--- src/rtl/exe_muldiv.sv ---
// Iterative 64-bit multiply/divide unit for the EX stage.
// Radix-2 shift-add multiply, restoring divide, with stall and flush handling.
module exe_muldiv #(
    parameter int XLEN = 64
) (
    input  logic            clk,
    input  logic            reset,
    input  logic            valid,
    input  logic [2:0]      op,
    input  logic            is_word,
    input  logic [XLEN-1:0] srca,
    input  logic [XLEN-1:0] srcb,
    input  logic            flush,
    input  logic            stall_out,
    output logic            exe_is_waiting,
    output logic [XLEN-1:0] result,
    output logic            done
);

    localparam int W2 = 2 * XLEN;

    typedef enum logic [1:0] {
        S_IDLE,
        S_BUSY,
        S_DONE
    } state_t;

    state_t          state_q, state_d;
    logic [6:0]      cnt_q, cnt_d;
    logic [W2-1:0]   acc_q, acc_d;
    logic [XLEN-1:0] a_q, a_d;
    logic [XLEN-1:0] b_q, b_d;
    logic            mul_q, mul_d;
    logic            rem_q, rem_d;
    logic            word_q, word_d;
    logic            qneg_q, qneg_d;
    logic            rneg_q, rneg_d;
    logic [XLEN-1:0] result_q, result_d;
    logic            done_q, done_d;

    function automatic logic [XLEN-1:0] fix_w(input logic w, input logic [XLEN-1:0] x);
        return w ? {{(XLEN-32){x[31]}}, x[31:0]} : x;
    endfunction

    logic            op_div, op_divu, op_rem, op_remu, is_divop, sgn, sdiv;
    logic [XLEN-1:0] ea, eb, mag_a, mag_b, min_v, byp;
    logic            a_neg, b_neg, b_zero, ovf;

    always_comb begin
        op_div   = (op == 3'b001);
        op_divu  = (op == 3'b010);
        op_rem   = (op == 3'b011);
        op_remu  = (op == 3'b100);
        is_divop = op_div | op_divu | op_rem | op_remu;
        sdiv     = op_div | op_rem;
        sgn      = sdiv | !is_divop;
        if (is_word) begin
            ea = sgn ? {{(XLEN-32){srca[31]}}, srca[31:0]} : {{(XLEN-32){1'b0}}, srca[31:0]};
            eb = sgn ? {{(XLEN-32){srcb[31]}}, srcb[31:0]} : {{(XLEN-32){1'b0}}, srcb[31:0]};
            min_v = {{(XLEN-31){1'b1}}, 31'b0};
        end else begin
            ea = srca;
            eb = srcb;
            min_v = {1'b1, {(XLEN-1){1'b0}}};
        end
        a_neg  = sdiv & ea[XLEN-1];
        b_neg  = sdiv & eb[XLEN-1];
        mag_a  = a_neg ? -ea : ea;
        mag_b  = b_neg ? -eb : eb;
        b_zero = (eb == '0);
        ovf    = sdiv & (ea == min_v) & (&eb);
        if (b_zero)
            byp = (op_div | op_divu) ? '1 : ea;
        else
            byp = op_div ? ea : '0;
    end

    // Division step compares the shifted-in partial remainder (XLEN+1 bits).
    logic [XLEN:0]   sub;
    logic [W2-1:0]   mul_step, div_step, step;
    logic [XLEN-1:0] q_v, r_v, fv;

    always_comb begin
        mul_step = {acc_q[W2-2:0], 1'b0} + (b_q[XLEN-1] ? {{XLEN{1'b0}}, a_q} : '0);
        sub      = acc_q[W2-1:XLEN-1] - {1'b0, b_q};
        if (!sub[XLEN])
            div_step = {sub[XLEN-1:0], acc_q[XLEN-2:0], 1'b1};
        else
            div_step = {acc_q[W2-2:0], 1'b0};
        step = mul_q ? mul_step : div_step;
        q_v  = step[XLEN-1:0];
        r_v  = step[W2-1:XLEN];
        if (mul_q)
            fv = q_v;
        else if (rem_q)
            fv = rneg_q ? -r_v : r_v;
        else
            fv = qneg_q ? -q_v : q_v;
    end

    always_comb begin
        state_d  = state_q;
        cnt_d    = cnt_q;
        acc_d    = acc_q;
        a_d      = a_q;
        b_d      = b_q;
        mul_d    = mul_q;
        rem_d    = rem_q;
        word_d   = word_q;
        qneg_d   = qneg_q;
        rneg_d   = rneg_q;
        result_d = result_q;
        done_d   = done_q;
        exe_is_waiting = 1'b0;
        unique case (state_q)
            S_IDLE: begin
                done_d = 1'b0;
                if (valid && !flush) begin
                    exe_is_waiting = 1'b1;
                    mul_d  = !is_divop;
                    rem_d  = op_rem | op_remu;
                    word_d = is_word;
                    qneg_d = a_neg ^ b_neg;
                    rneg_d = a_neg;
                    if (is_divop && (b_zero || ovf)) begin
                        state_d  = S_DONE;
                        done_d   = 1'b1;
                        result_d = fix_w(is_word, byp);
                    end else begin
                        state_d = S_BUSY;
                        cnt_d   = is_word ? 7'd32 : 7'd64;
                        if (!is_divop) begin
                            acc_d = '0;
                            a_d   = ea;
                            b_d   = is_word ? (eb << 32) : eb;
                        end else begin
                            acc_d = {{XLEN{1'b0}}, (is_word ? (mag_a << 32) : mag_a)};
                            a_d   = '0;
                            b_d   = mag_b;
                        end
                    end
                end
            end
            S_BUSY: begin
                if (flush) begin
                    state_d = S_IDLE;
                    done_d  = 1'b0;
                    cnt_d   = '0;
                end else begin
                    exe_is_waiting = 1'b1;
                    acc_d = step;
                    b_d   = mul_q ? (b_q << 1) : b_q;
                    cnt_d = cnt_q - 7'd1;
                    if (cnt_q == 7'd1) begin
                        state_d  = S_DONE;
                        done_d   = 1'b1;
                        result_d = fix_w(word_q, fv);
                    end
                end
            end
            S_DONE: begin
                if (flush || !stall_out) begin
                    state_d = S_IDLE;
                    done_d  = 1'b0;
                end
            end
            default: begin
                state_d = S_IDLE;
                done_d  = 1'b0;
            end
        endcase
    end

    always_ff @(posedge clk or posedge reset) begin
        if (reset) begin
            state_q  <= S_IDLE;
            cnt_q    <= '0;
            acc_q    <= '0;
            a_q      <= '0;
            b_q      <= '0;
            mul_q    <= 1'b0;
            rem_q    <= 1'b0;
            word_q   <= 1'b0;
            qneg_q   <= 1'b0;
            rneg_q   <= 1'b0;
            result_q <= '0;
            done_q   <= 1'b0;
        end else begin
            state_q  <= state_d;
            cnt_q    <= cnt_d;
            acc_q    <= acc_d;
            a_q      <= a_d;
            b_q      <= b_d;
            mul_q    <= mul_d;
            rem_q    <= rem_d;
            word_q   <= word_d;
            qneg_q   <= qneg_d;
            rneg_q   <= rneg_d;
            result_q <= result_d;
            done_q   <= done_d;
        end
    end

    assign result = result_q;
    assign done   = done_q;

endmodule

--- config.mk ---
export PLATFORM = sky130hd
export DESIGN_NAME = exe_muldiv
export DESIGN_NICKNAME = d
export VERILOG_FILES = /design/src/rtl/exe_muldiv.sv
export SDC_FILE = /design/constraint.sdc
export NUM_CORES = 2
export LEC_CHECK = 0
export BUFFER_PORTS_ARGS = -buffer_cell sky130_fd_sc_hd__buf_2
export CAP_MARGIN = 20
export CORE_AREA = 5 5 338 340
export DETAILED_ROUTE_END_ITERATION = 7
export DIE_AREA = 0 0 343 345
export SYNTH_ARGS = -nofsm -noshare
export SYNTH_HDL_FRONTEND = slang
export SYNTH_SLANG_ARGS = --single-unit
--- constraint.sdc ---
create_clock -name clk -period 17.4 [get_ports clk]
set_input_delay 4.35 -clock clk [delete_from_list [all_inputs] [get_ports clk]]
set_output_delay 4.35 -clock clk [all_outputs]
set_load 0.02 [all_outputs]
Yosys cells after proc, flatten, opt, wreduce, memory -nomap -nowiden
Index checks and enable logic that the tools add are counted.
{"block": "op_classes", "n_addsub": 7, "n_mul": 0, "div": 0, "order_cmp": 0, "eq_ne": 16, "shift": 0, "mux": 58, "bitwise_logic": 12, "reduce_logical": 19}
{"operator": "$mux W64", "n": 29}
{"operator": "$mux W128", "n": 5}
{"operator": "$neg A64 Y64", "n": 4}
{"operator": "$pmux W128 S2", "n": 1}
{"operator": "$pmux W64 S2", "n": 2}
{"operator": "$add A128 B64 Y128", "n": 1}
{"operator": "$sub A65 B64 Y65", "n": 1}
{"operator": "$eq A64 B64 Y1", "n": 1}
{"operator": "$logic_not A64 Y1", "n": 1}
{"operator": "$reduce_and A64 Y1", "n": 1}
{"operator": "$mux W63", "n": 1}
{"operator": "$mux W7", "n": 4}
{"operator": "$ne A2 B2 Y1 const B", "n": 7}
{"operator": "$pmux W7 S2", "n": 1}
{"operator": "$mux W2", "n": 5}
{"operator": "$reduce_and A5 Y1", "n": 2}
{"operator": "$reduce_and A3 Y1", "n": 3}
{"operator": "$eq A7 B1 Y1 const B", "n": 1}
{"operator": "$mux W1", "n": 7}
{"operator": "$sub A7 B1 Y7 const B", "n": 1}
{"operator": "$eq A3 B2 Y1 const B", "n": 2}
{"operator": "$or A1 B1 Y1", "n": 6}
{"operator": "$pmux W2 S3", "n": 1}
{"operator": "$and A1 B1 Y1", "n": 4}
{"operator": "other kinds (16)", "n": 21}
{"block": "word_totals", "register_bits": 335, "latchBits": 0, "ram_bits": 0, "mem_bits_ro": 0, "inputBits": 137, "output_inout_bits": 66, "word_cells": 124, "memories": 0}

Logic depth before layout (Yosys ltp)
{"block": "logic_depth", "depth_word": 16, "ltp_mapped": 28, "ltp_nobuf": 23}

Least setup slack after synthesis
Ideal clock, no wire load.
{"block": "synth_timing", "path_kind": "input to output", "startpoint": "input flush", "endpoint": "output exe_is_waiting", "t_arrival_ns": 4.859, "required_time_ns": 13.050, "setup_slack_ns": 8.191, "path_stages": 3, "path_cell_list": "nand2b_1 clkbuf_1 nand2_1"}
{"block": "synth_via", "elab_chain_cells": 4, "elab_cells_between_ends": 5, "cone_classes": "mux: 3; reduce/logical: 2"}
{"item": "start: declaration", "line_no": "13", "rtl": "input logic flush,"}
{"item": "$logic_not A1 Y1", "line_no": "118", "rtl": "if (valid && !flush) begin"}
{"item": "$logic_and A1 B1 Y1", "line_no": "118"}
{"item": "$mux W1", "line_no": "118"}
{"item": "$pmux W1 S2 (*)", "line_no": "115", "rtl": "unique case (state_q)"}
{"item": "end: declaration", "line_no": "15", "rtl": "output logic exe_is_waiting,"}
Mark *: on every way between the ends. The rest lies on a longest branch, timed or not.

Worst setup path after layout
Same ends and word-level chain as after synthesis.

==> flow_summary_export.csv <==
group,metric,value,unit
clocking,clkSinkCount,335,
detailed_routing,drc_errors,0,
sta,worst_pin_slew,1.251,ns
pwr,switching_power,2922,uW
worst_setup_path,cp_data_arrival_time,5.85,ns
pwr,p_seq_share,22.7,%
die,ios,203,
final_layout,syn2layout_area_growth,9.571,%
global_routing,grt_overflow,0,
synth,synth.area.top_cells,"dfrtp_1, a21oi_1, o21ai_0, nand2_1, nor2_1",
sta,min_period,10.20,ns
worst_hold_path,hold_class,"reg -> reg",
clocking,cts_tree,"done",
global_routing,grt_pass1_vias,41241,
sta,setup_violations,0,
detailed_routing,vias_per_cell,6.677,
clocking,clkTransAtPathRegs,0.06,ns
die,initial_core_util,34.54,%
pwr,leakage,0.01638,uW
worst_setup_path,crit_chain,"buf_2 -> nand2b_2 -> buf_4 -> nand2_1 -> buf_2",
worst_setup_path,cp.required,13.05,ns
sta,fin_ws,7.203,ns
place,hpwl,161200,microns
die,die_w,343,microns
global_routing,grt_antenna_before_repair,11,
pwr,p_comb_share,59.1,%
synth,yosys.area.top_type,"dfrtp_1",
flow_run,max-cap-violations,0,
final_layout,drive_gt1_share,9.601,%
sta,slew_headroom,15.73,%
worst_setup_path,cp_max_fo,63,
pwr,switching_share,53.58,%
global_routing,grt_usage,32.67,%
detailed_routing,drtIter0Drc,6661,
sta,min_period_over_period,58.60,%
synth,synthFlopType,"dfrtp_1",
die,dieArea,0.1183,sq mm
synth,synth_top_area_share,21.81,%
synth,netlist_area,0.03843,sq mm
sta,max_freq,98.07,MHz
clocking,clock-root-buffer,"clkbuf_16",
clocking,numCtsBuffers,42,
worst_setup_path,worstSetupEndpointType,"output port",
clocking,cts-hold-fix-buffers,0,
worst_setup_path,start_kind,"input pin",
clocking,ctsResizeCount,0,
sta,fin_skew,0.04190,ns
final_layout,final_common_cell,"nand2_1",
detailed_routing,first_pass_iters,6,
synth,synthArstFlopShare,100.0,%
final_layout,final_nets,5582,
synth,synth-edff-count,0,
clocking,cts_buffer_depth,3,
synth,syn-num-nets,5640,
die,fp.dieH,345,microns
pwr,power,5454,uW
synth,yosysSeqAreaShare,21.81,%
clocking,cts_max_level,2,
pwr,ir_drop,0.08160,mV
sta,drv_slew,0,
run_status,status,"complete, no violations",
worst_setup_path,rrSetupSlack,8.71,ns
pwr,pwr_density_cell,129.5,mW/mm^2
detailed_routing,wirelength,204500,microns
global_routing,grt_max_degree,144,
synth,ys_ff_latch,335,
synth,synth_cells,5367,
die,fp-row-count,123,
pwr,pwr-share-clk,18.2,%
synth,avgSynthCellArea,7.161,sq um
place,io_buffers,202,
sta,setup_tns,0,ns
clocking,clock_latency,0.64,ns
global_routing,grt_pass1_wl,291900,microns
place,place_ws,7.220,ns
sta,hold_viol_final,0,
sta,rsz0062_at_grt,"false",
die,core,0.1113,sq mm
pwr,p_int,2532,uW
synth,yosysWarnings,0,
worst_setup_path,critical_path.top_delay_family,"buffers and inverters",
place,routabilityCongestion,1.066,
worst_setup_path,path_class,"in -> out",
detailed_routing,wire_per_inst,29.87,microns
worst_setup_path,max_stage_delay,0.62,ns
worst_setup_path,path_buf_inv,3,
worst_setup_path,worst_path_most_repeated_cell,"buf_2",
detailed_routing,route.vias.total,45717,
worst_setup_path,slowest_stage,"buf_4",
final_layout,most-common-layout-cells,"nand2_1, a21oi_1, o21ai_0",
clocking,cts_setup_buffers,0,
synth,synth_cell_type_count,113,
detailed_routing,antenna_left,0,
[worst reg2reg max path, cell delays in order (launching register included)]
cell and delay [ns]:
dfrtp_1 0.32, buf_4 0.54, and2_1 0.51, ha_1 0.46, a21oi_1 0.44, o21ai_0 0.28, a21oi_1 0.62, o21ai_0 0.30
o311ai_1 0.91, nand2_1 0.44, nor3_1 0.30, a2111oi_2 0.06, buf_4 0.21, nor4_4 0.54, nand3_1 0.54, o31a_1 0.47
nor3_2 0.44, nor2b_1 0.20, buf_4 0.28, nor2_1 0.53, a21oi_1 0.17
[through the flow]
| step | cell area [sq um] | hold WS [ns] | util, % | cells |
|---|---|---|---|---|
| final | 42110 | 0.4813 | 37.85 | 6847 |
| after global routing | 42100 | 0.4940 | 37.84 | 6843 |
| after CTS | 42050 | 0.4843 | 37.79 | 6839 |
| after detailed placement | 40560 | 0.4666 | 36.45 | 6761 |
| after global placement | 40550 | 0.4629 | 36.44 | 6759 |
| after floorplan | 38430 | 0.4498 | - | 5367 |
[layout make-up]
| type | instances | area (sq um) |
|---|---|---|
| fill | 11852 | 69160 |
| clock buffer | 53 | 1162 |
| antenna | 4 | 10.01 |
| sequential | 335 | 8388 |
| timing repair buffer | 294 | 1738 |
| multi-input combinational | 4470 | 27980 |
| tap | 1500 | 1877 |
| inverter | 166 | 633.1 |
| clock inverter | 25 | 326.6 |
[registers in the layout (all words and copies together) (netlist names)]
register / count
cnt_q: 7
rem_q: 1
state_q: 2
rneg_q: 1
mul_q: 1
done: 1
result: 64
acc_q: 128
word_q: 1
a_q: 64
b_q: 64
qneg_q: 1
[Yosys cell counts (66+ instances only)]
cell and number:
dfrtp_1 335, a22o_1 119, nand4_1 169, a21oi_1 514, o21ai_0 463, ha_1 134, and2_1 114, o21a_1 71
nor2_1 447, o31ai_1 98, xnor2_1 159, a211oi_1 113, clkbuf_1 323, nor3_1 177, a31oi_1 66, nand3_1 131
nand2_1 585, xor2_1 98, inv_1 163
[per-layer routing]
layer | part of all wire (%) | global-route usage, % | wire length, microns | vias to the layer above
met5 | 0.11 | 0.5719 | 218 | -
met4 | 5.8 | 14.33 | 11910 | 18
met3 | 14 | 11.88 | 28180 | 548
met2 | 40 | 46.10 | 82090 | 3122
met1 | 40 | 44.48 | 82140 | 22024
li1 | - | - | - | 20005
[cells by family (layout without fill, tap and decap cells)]
group | Yosys count | in the layout | share of synthesized area (%)
and+or+nand+nor | 2037 | 2037 | 26.45
xor gates and xnor gates | 257 | 257 | 5.857
AOI/OAI and AO/OA | 1967 | 1967 | 33.73
buffers and inverters | 562 | 538 | 5.726
DFF | 335 | 335 | 21.81
other | 0 | 4 | 0
adders and majority gates | 136 | 136 | 4.467
muxes | 73 | 73 | 1.953
[final timing paths]
path,from,to,cells after the start
worst max-delay path,flush,exe_is_waiting,5
worst min-delay path,b_q[59],b_q[59],2
worst max register to register,b_q[63],result[47],20
max in group asynchronous,reset,mul_q,5
min in group asynchronous,reset,acc_q[9],2
worst min register to register,b_q[59],b_q[59],2
[power by group through the flow]
stage               Sequential, uW  Combinational, uW  Clock (uW)
floorplan                     1180               2020           0
global placement              1240               3070           0
detailed placement            1240               3080           0
CTS                           1230               3100         991
global route                  1260               3400        1020
finish                        1240               3220         991
Note: power is estimated with default switching activity, not from simulation.
